File: src/rtl/display_pkg.sv
// Shared types and constants for the decimal seven-segment display path.
package display_pkg;

  typedef enum logic [1:0] {
    IDLE,
    SHIFT,
    COMMIT
  } state_t;

  localparam logic [6:0] SEG_BLANK = 7'b1111111;
  localparam logic [6:0] SEG_MINUS = 7'b0111111;
  localparam logic [6:0] SEG_ZERO  = 7'b1000000;

  // ceil(w * log10(2)) in integer arithmetic; w*log10(2) is never an exact integer
  function automatic int nbcd(input int w);
    return int'((longint'(w) * 64'd30103 + 64'd99999) / 64'd100000);
  endfunction

endpackage

File: src/rtl/bcd_to_seg.sv
// One BCD digit to an active-low g..a seven-segment pattern; codes above 9 blank.
module bcd_to_seg
  import display_pkg::*;
(
  input  logic [3:0] bcd_i,
  output logic [6:0] seg_o
);

  always_comb begin
    case (bcd_i)
      4'd0:    seg_o = 7'b1000000;
      4'd1:    seg_o = 7'b1111001;
      4'd2:    seg_o = 7'b0100100;
      4'd3:    seg_o = 7'b0110000;
      4'd4:    seg_o = 7'b0011001;
      4'd5:    seg_o = 7'b0010010;
      4'd6:    seg_o = 7'b0000010;
      4'd7:    seg_o = 7'b1111000;
      4'd8:    seg_o = 7'b0000000;
      4'd9:    seg_o = 7'b0010000;
      default: seg_o = SEG_BLANK;
    endcase
  end

endmodule

File: src/rtl/decimal_display.sv
// Signed binary to blanked decimal on active-low seven-segment digits, using a
// double-dabble sequencer; the displayed result only changes when a conversion commits.
module decimal_display
  import display_pkg::*;
#(
  parameter int WIDTH  = 32,
  parameter int DIGITS = 8
) (
  input  logic                  on3,
  input  logic                  reset,
  input  logic                  load,
  input  logic [WIDTH-1:0]      value_in,
  output logic                  busy,
  output logic                  done,
  output logic                  overflow,
  output logic [7*DIGITS-1:0]   segs
);

  localparam int NB = nbcd(WIDTH);
  localparam int CW = $clog2(WIDTH + 1);
  localparam logic [CW-1:0] LAST_CNT = CW'(WIDTH - 1);
  localparam logic [7*DIGITS-1:0] SEGS_RESET = {{(DIGITS-1){SEG_BLANK}}, SEG_ZERO};

  state_t                state_q;
  logic [4*NB-1:0]       bcd_q, bcd_d, bcdAdj;
  logic [WIDTH-1:0]      mag_q, mag_d, magIn;
  logic                  sign_q;
  logic [CW-1:0]         cnt_q;
  logic                  busy_q, done_q, ovf_q, ovf_d;
  logic [7*DIGITS-1:0]   segs_q, segs_d;
  logic [6:0]            glyph [DIGITS];
  int                    sigDigits;

  assign magIn = value_in[WIDTH-1] ? (-value_in) : value_in;

  always_comb begin
    bcdAdj = bcd_q;
    for (int i = 0; i < NB; i++) begin
      if (bcd_q[4*i +: 4] >= 4'd5) bcdAdj[4*i +: 4] = bcd_q[4*i +: 4] + 4'd3;
    end
    {bcd_d, mag_d} = {bcdAdj, mag_q} << 1;
  end

  for (genvar k = 0; k < DIGITS; k++) begin : gPos
    if (k < NB) begin : gDigit
      bcd_to_seg uSeg (
        .bcd_i (bcd_q[4*k +: 4]),
        .seg_o (glyph[k])
      );
    end else begin : gNone
      assign glyph[k] = SEG_BLANK;
    end
  end

  // Leading-zero blanking, sign placement and overflow from the finished BCD value
  always_comb begin
    sigDigits = 1;
    for (int i = 0; i < NB; i++) begin
      if (bcd_q[4*i +: 4] != 4'd0) sigDigits = i + 1;
    end
    ovf_d  = (sigDigits > DIGITS) || (sign_q && (sigDigits + 1 > DIGITS));
    segs_d = '0;
    for (int k = 0; k < DIGITS; k++) begin
      if (ovf_d)                        segs_d[7*k +: 7] = SEG_MINUS;
      else if (k < sigDigits)           segs_d[7*k +: 7] = glyph[k];
      else if (sign_q && k == sigDigits) segs_d[7*k +: 7] = SEG_MINUS;
      else                              segs_d[7*k +: 7] = SEG_BLANK;
    end
  end

  // A load in any state restarts the conversion; only COMMIT touches the display
  always_ff @(posedge on3 or posedge reset) begin
    if (reset) begin
      state_q <= IDLE;
      bcd_q   <= '0;
      mag_q   <= '0;
      sign_q  <= 1'b0;
      cnt_q   <= '0;
      busy_q  <= 1'b0;
      done_q  <= 1'b0;
      ovf_q   <= 1'b0;
      segs_q  <= SEGS_RESET;
    end else begin
      done_q <= 1'b0;
      if (load) begin
        state_q <= SHIFT;
        bcd_q   <= '0;
        mag_q   <= magIn;
        sign_q  <= value_in[WIDTH-1];
        cnt_q   <= '0;
        busy_q  <= (state_q != IDLE);
      end else begin
        case (state_q)
          IDLE: begin
            busy_q <= 1'b0;
          end
          SHIFT: begin
            bcd_q  <= bcd_d;
            mag_q  <= mag_d;
            cnt_q  <= cnt_q + 1'b1;
            busy_q <= 1'b1;
            if (cnt_q == LAST_CNT) state_q <= COMMIT;
          end
          COMMIT: begin
            segs_q  <= segs_d;
            ovf_q   <= ovf_d;
            done_q  <= 1'b1;
            busy_q  <= 1'b0;
            state_q <= IDLE;
          end
          default: state_q <= IDLE;
        endcase
      end
    end
  end

  assign busy     = busy_q;
  assign done     = done_q;
  assign overflow = ovf_q;
  assign segs     = segs_q;

endmodule

File: config.mk
export PLATFORM = sky130hd
export DESIGN_NAME = decimal_display
export DESIGN_NICKNAME = d
export VERILOG_FILES = /design/src/rtl/display_pkg.sv /design/src/rtl/bcd_to_seg.sv /design/src/rtl/decimal_display.sv
export SDC_FILE = /design/constraint.sdc
export NUM_CORES = 1
export LEC_CHECK = 0
export CAP_MARGIN = 20
export CORE_MARGIN = 8
export CORE_UTILIZATION = 50
export CTS_CLUSTER_SIZE = 8
export DETAILED_ROUTE_END_ITERATION = 10
export MAX_ROUTING_LAYER = met4
export PLACE_DENSITY = 0.75
export SLEW_MARGIN = 20
export SYNTH_ARGS = -nofsm -noshare
export SYNTH_HDL_FRONTEND = slang
export SYNTH_SLANG_ARGS = --single-unit
File: constraint.sdc
create_clock -name on3 -period 4.4 [get_ports on3]
set_input_delay 0.88 -clock on3 [delete_from_list [all_inputs] [get_ports on3]]
set_output_delay 0.88 -clock on3 [all_outputs]
set_load 0.02 [all_outputs]
=== Word level (Yosys, flattened, before mapping) ===
Memory sizes are Yosys's and may differ from the RTL's.
Cells that the tools add are included.

* Bits in latches: 0
* Bits in registers: 140
* RAM bits: 0
* Bits of input ports: 35
* Memories kept: 8
* ROM bits: 896
* Output and inout port bits: 59

{| class="wikitable"
|+ Memory list
! name !! words !! width !! rd ports !! clocked after memory_dff !! wr ports !! RTL line !! source
|-
| (name not given) || 16 || 7 || 1 || 0 || 0 || bcd_to_seg.sv:10 || <nowiki>case (bcd_i)</nowiki>
|-
| (name not given) || 16 || 7 || 1 || 0 || 0 || bcd_to_seg.sv:10 ||
|-
| (name not given) || 16 || 7 || 1 || 0 || 0 || bcd_to_seg.sv:10 ||
|-
| (name not given) || 16 || 7 || 1 || 0 || 0 || bcd_to_seg.sv:10 ||
|-
| (name not given) || 16 || 7 || 1 || 0 || 0 || bcd_to_seg.sv:10 ||
|-
| (name not given) || 16 || 7 || 1 || 0 || 0 || bcd_to_seg.sv:10 ||
|-
| 2 more memories || n/a || n/a || n/a || n/a || n/a || n/a ||
|}

* Multiply operators: 0
* Shifts and indexed selects: 0
* Bitwise logic cells: 1
* Divide/modulo/power cells: 0
* Magnitude comparators: 20
* Add/subtract/negate cells: 13
* Mux-type cells: 57
* Eq/ne operators: 12
* Reduce and logical (&&, ||, !) cells: 27

{| class="wikitable"
|+ Operators by type and width
! operator !! count
|-
| two-way mux 32 bit || 11
|-
| two-way mux 7 bit || 24
|-
| == test 4 x 32 -> 1 bit, first input constant || 4
|-
| less-than comparator 4 x 32 -> 1 bit, first input constant || 4
|-
| two-way mux 40 bit || 2
|-
| == test 3 x 32 -> 1 bit, first input constant || 2
|-
| > comparator 32 x 5 -> 1 bit, second input constant || 2
|-
| less-than comparator 3 x 32 -> 1 bit, first input constant || 2
|-
| greater-or-equal comparator 4 x 3 -> 1 bit, second input constant || 10
|-
| adder 4 x 2 -> 4 bit, second input constant || 9
|-
| two-way mux 4 bit || 9
|-
| nonzero test 4 bit || 9
|-
| adder 32 x 2 -> 32 bit, second input constant || 1
|-
| == test 2 x 32 -> 1 bit, first input constant || 1
|-
| logical NOT 32 bit || 1
|-
| less-than comparator 1 x 32 -> 1 bit, first input constant || 1
|-
| less-than comparator 2 x 32 -> 1 bit, first input constant || 1
|-
| negation 32 bit || 1
|-
| two-way mux 6 bit || 2
|-
| logical AND 1 bit || 9
|-
| adder 6 x 1 -> 6 bit, second input constant || 1
|-
| == test 6 x 5 -> 1 bit, second input constant || 1
|-
| two-way mux 2 bit || 3
|-
| case mux 2 bit (2 select lines) || 1
|-
| 15 further kinds || 19
|}

=== Logic depth before layout (Yosys ltp) ===
* Word-level depth: 15
* Gate-level depth with buffers: 10
* Mapped depth without buffers: 7

=== By module ===
From an unflattened synthesis, not the netlist that was laid out.

* Cells, all modules: 1044
* Area total of the unflattened synthesis: 9322.7 um^2

{| class="wikitable"
|+ Modules (own cells, without submodules)
! module !! instances !! seq. area each (um^2) !! area an instance (um^2) !! cells each
|-
| decimal_display || 1 || 3565.9 || 7651.1 || 782
|-
| bcd_to_seg (gPos[0].gDigit.uSeg ...) || 7 || 0.0 || 210.2 || 33
|-
| bcd_to_seg (gPos[1].gDigit.uSeg) || 1 || 0.0 || 200.2 || 31
|}

=== Least setup slack after synthesis ===
OpenSTA, ideal clock, no wires.

* Path kind: input-to-reg
* From: input load
* To: register segs_q[10], in the netlist segs[10]
* Library setup time: 0.080 ns
* Stages on the path: 7
* Arrival time: 2.479 ns
* Setup slack: 1.841 ns
* Data required time: 4.320 ns
* Cell sequence: clkbuf_1 > or3b_1 > inv_1 > o2111ai_1 > a31oi_1 > nand2_1 > o22a_1

* Word-level cells in the longest chain between the ends: 2

{| class="wikitable"
|+ Ends and longest elaborated chain
! what !! RTL line !! source
|-
| start, declared || decimal_display.sv:11 || <nowiki>input logic load,</nowiki>
|-
| NOT 1 bit (no source line) || n/a ||
|-
| AND reduction 2 bit (no source line) || n/a ||
|-
| end signal, assigned || decimal_display.sv:105 || <nowiki>segs_q <= segs_d;</nowiki>
|-
| end, declared || decimal_display.sv:30 || <nowiki>logic [7*DIGITS-1:0] segs_q, segs_d;</nowiki>
|}

No other way between the ends.
A chain may end at the register's enable or synchronous reset.

=== Worst setup path in the final report ===
* From: input value_in[2]
* To: register mag_q[18]

* Word-level cells in the longest chain between the ends: 3

{| class="wikitable"
|+ Ends and longest elaborated chain
! what !! RTL line !! source
|-
| start, declared || decimal_display.sv:12 || <nowiki>input logic [WIDTH-1:0] value_in,</nowiki>
|-
| negation 32 bit || decimal_display.sv:34 || <nowiki>assign magIn = value_in[WIDTH-1] ? (-value_in) : value_in;</nowiki>
|-
| two-way mux 32 bit || decimal_display.sv:34 ||
|-
| two-way mux 32 bit || decimal_display.sv:85 || <nowiki>if (load) begin</nowiki>
|-
| end signal, assigned || decimal_display.sv:88 || <nowiki>mag_q <= magIn;</nowiki>
|-
| end signal, assigned || decimal_display.sv:99 || <nowiki>mag_q <= mag_d;</nowiki>
|-
| end, declared || decimal_display.sv:26 || <nowiki>logic [WIDTH-1:0] mag_q, mag_d, magIn;</nowiki>
|}

No other way between the ends.

==> results.cfg <==
[synthesis]
seq_area_frac_synth_pct = 39.7
synth-main-ff-cell = dfrtp_1
synth_cell_types = 70
yosysWarningCount = 0
syn_avg_cell_area_um2 = 8.68
syn_nets = 1115
synth_cells = 1034
yosysTopAreaCellShare_pct = 25.1
syn_area_um2 = 8980
ys_ff_latch = 140
synth_edf_count = 0
synth_top_area_cell = dfrtp_1
yosys-top-cells-area = dfrtp_1, dfstp_2, ha_1
ys_async_sr_fraction_pct = 100

[sta]
slew_headroom_pct = 32.6
final.setup_skew_ps = 9.10
tightest_slew_ps = 1010
max_freq_mhz = 326
fin_tns_setup_ps = 0
rsz0062_at_grt = no
setup_violations = 0
worst_slack_ps = 1340
slew_viol_final = 0
finalHoldViolCount = 0
post-route-period-util_pct = 69.6
period_needed_ps = 3060

[clocking]
post_cts_resize_count = 0
cts_buffer_depth = 2
cts_htree_levels = 4
clkSinkCount = 140
cts_tree = done
cts_hold_buf = 0
cts_root_buf = clkbuf_16
cts_setup_buffers = 0
path_clk_slew_ps = 70
cts_buffers = 17
clkLatencyLatePin_ps = 430

[global_route]
grt_pass1_vias = 7167
grtUsageTotal_pct = 20.0
antenna_found_initial = 0
grt_overflow = 0
grt_max_degree = 112
grt_pass1_wl_mm = 35.8

[power]
leakagePower_nw = 4.18
fin_total_pwr_w = 0.00411
ir_drop_mv = 0.284
powerDensity_nw_per_um2 = 386

[final_layout]
final_nets = 1165
syn_to_final_growth_pct = 18.8
num_antenna_cells = 0
drive_gt1_share_pct = 10.8

[setup_path]
reg2reg_slack_ps = 1420
crit_type = primary input to flip-flop
critPathMaxFanout = 12
worst_ep_required_time_ps = 4690
cp-start-kind = primary input
startpoint = value_in[2]
reg2reg_to = segs[10]
arrival_ps = 3360
reg2reg_depth = 7
crit_path_end_kind = flip-flop
rr_startpoint = bcd_q[32]
worstSetupEndpoint = mag_q[18]

[detailed_routing]
num_vias = 7680
route.top_layer_used = met4
drc = 0
drt_wl_total_mm = 21.5
drt_first_pass_iters = 5
viasPerCell = 5.79
wl_met2_mm = 10.2
wl_per_cell_um = 16.2
dr.first_iter.drc_count = 558
met3_length_um = 991
ant_nets = 0
m1WireLength_mm = 9.90

[placed_design]
place_congestion = 0.876
hpwlAfterDp_mm = 14.6
pre_cts_ws_ps = 953
port_buffers = 93

[floorplanning]
fp.dieW_um = 150
start_util_pct = 50.5
coreArea_um2 = 17800
die_h_um = 150
rows = 49
die_area_um2 = 22500
ios = 94

[status]
status = complete, no violations

[job]
cap_violations = 0

[worst_hold_path]
hold_class = flip-flop to flip-flop
==> sequential cells by signal, summed over array words and instances (netlist names) <==
signal and count:
segs 56, bcd_q 40, done 1, state_q 2
busy 1, cnt_q 6, overflow 1, sign_q 1
mag_q 32
==> worst min path at each step <==
stage	start	endpoint	slack [ps]	depth (start not counted)
after floorplan	segs[55]	segs[55]	490	2
after global placement	segs[55]	segs[55]	460	2
after detailed placement	segs[55]	segs[55]	470	2
after CTS	segs[6]	segs[6]	470	2
after global routing	segs[6]	segs[6]	490	2
final	segs[6]	segs[6]	470	2
==> metal layers <==
layer | vias to the layer above | GRT usage [%]
li1 | 3778 | -
met1 | 3682 | 26.1
met2 | 193 | 31.2
met3 | 27 | 3.24
met4 | 0 | 6.50
met5 | - | -
==> report_power, final <==
group	total, W	leakage [nW]	internal, W	switching (W)
clock network	0.00152	0.293	0.000949	0.000566
logic	0.00109	2.21	0.000424	0.000663
registers	0.00151	1.67	0.00139	0.000126
==> cells in the final DEF, fill, tap and decap left out, types with 13 or more instances in the layout <==
| master | netlist | layout |
|---|---|---|
| nand2b_1 | 25 | 24 |
| xnor2_1 | 18 | 18 |
| dfrtp_1 | 90 | 90 |
| and2_1 | 26 | 26 |
| a211oi_1 | 48 | 48 |
| mux2i_1 | 21 | 21 |
| o21ai_0 | 64 | 64 |
| ha_1 | 46 | 46 |
| nor3_1 | 30 | 30 |
| nand3_1 | 15 | 15 |
| inv_1 | 43 | 41 |
| a21oi_1 | 110 | 110 |
| xor2_1 | 32 | 32 |
| clkbuf_16 | 0 | 17 |
| nor2_1 | 84 | 84 |
| clkdlybuf4s50_1 | 0 | 92 |
| nand2_1 | 102 | 102 |
| nor3b_1 | 13 | 13 |
| a31oi_1 | 18 | 18 |
| dfstp_2 | 50 | 50 |
==> cell usage after synthesis, types with 3 or more instances <==
library cell  count
buf_1             5
nand3_1          15
nand4_1           7
o21a_1            4
xnor2_1          18
or3b_1            4
dfrtp_1          90
a21boi_0          3
a21oi_1         110
a31oi_1          18
inv_1            43
a211oi_1         48
or3b_2            5
ha_1             46
clkbuf_1         60
nor2_1           84
o2111ai_1         4
mux2i_1          21
nor3b_2           3
o31ai_1           9
o21ai_0          64
nor3_1           30
nor4_1            9
and2_1           26
or2_2             3
o22ai_1           6
a21o_1            3
o41ai_1          11
dfstp_2          50
o22a_1            8
a211o_1           3
buf_2             6
xor2_1           32
nor3b_1          13
nand2b_1         25
nand2_1         102
or3_1             4
o21ai_1           4
==> worst max-delay path, stage by stage <==
cell and delay (ps):
clkdlybuf4s50_1 490, nor4_1 600, nand3_1 560, o41ai_1 550, xor2_1 190, a21oi_1 90
==> metrics by stage <==
step                cells  cell area [µm²]  util, %  hold WS [ps]
floorplan            1034             8980        -           487
global placement     1293            10000     56.3           457
detailed placement   1293            10000     56.3           467
CTS                  1325            10600     59.8           475
global route         1326            10700     60.0           490
finish               1326            10700     60.0           472
==> cells by family after synthesis <==
| logic type | Yosys count | synth area share (%) |
|---|---|---|
| compound gates | 318 | 22.4 |
| xor+xnor | 50 | 4.88 |
| fa+ha+maj | 46 | 6.41 |
| buf+inv | 116 | 5.10 |
| flops | 140 | 39.7 |
| mux | 22 | 2.47 |
| simple gates | 342 | 19.0 |
==> cell type report <==
class,count,area [µm²]
clock buffer,18,429
clock inverter,14,195
fill,1587,7120
inverter,43,165
multi-input combinational,778,4960
sequential,140,3570
tap,229,287
timing repair buffer,104,1060
No activity file was read; power rests on OpenSTA's default activity.
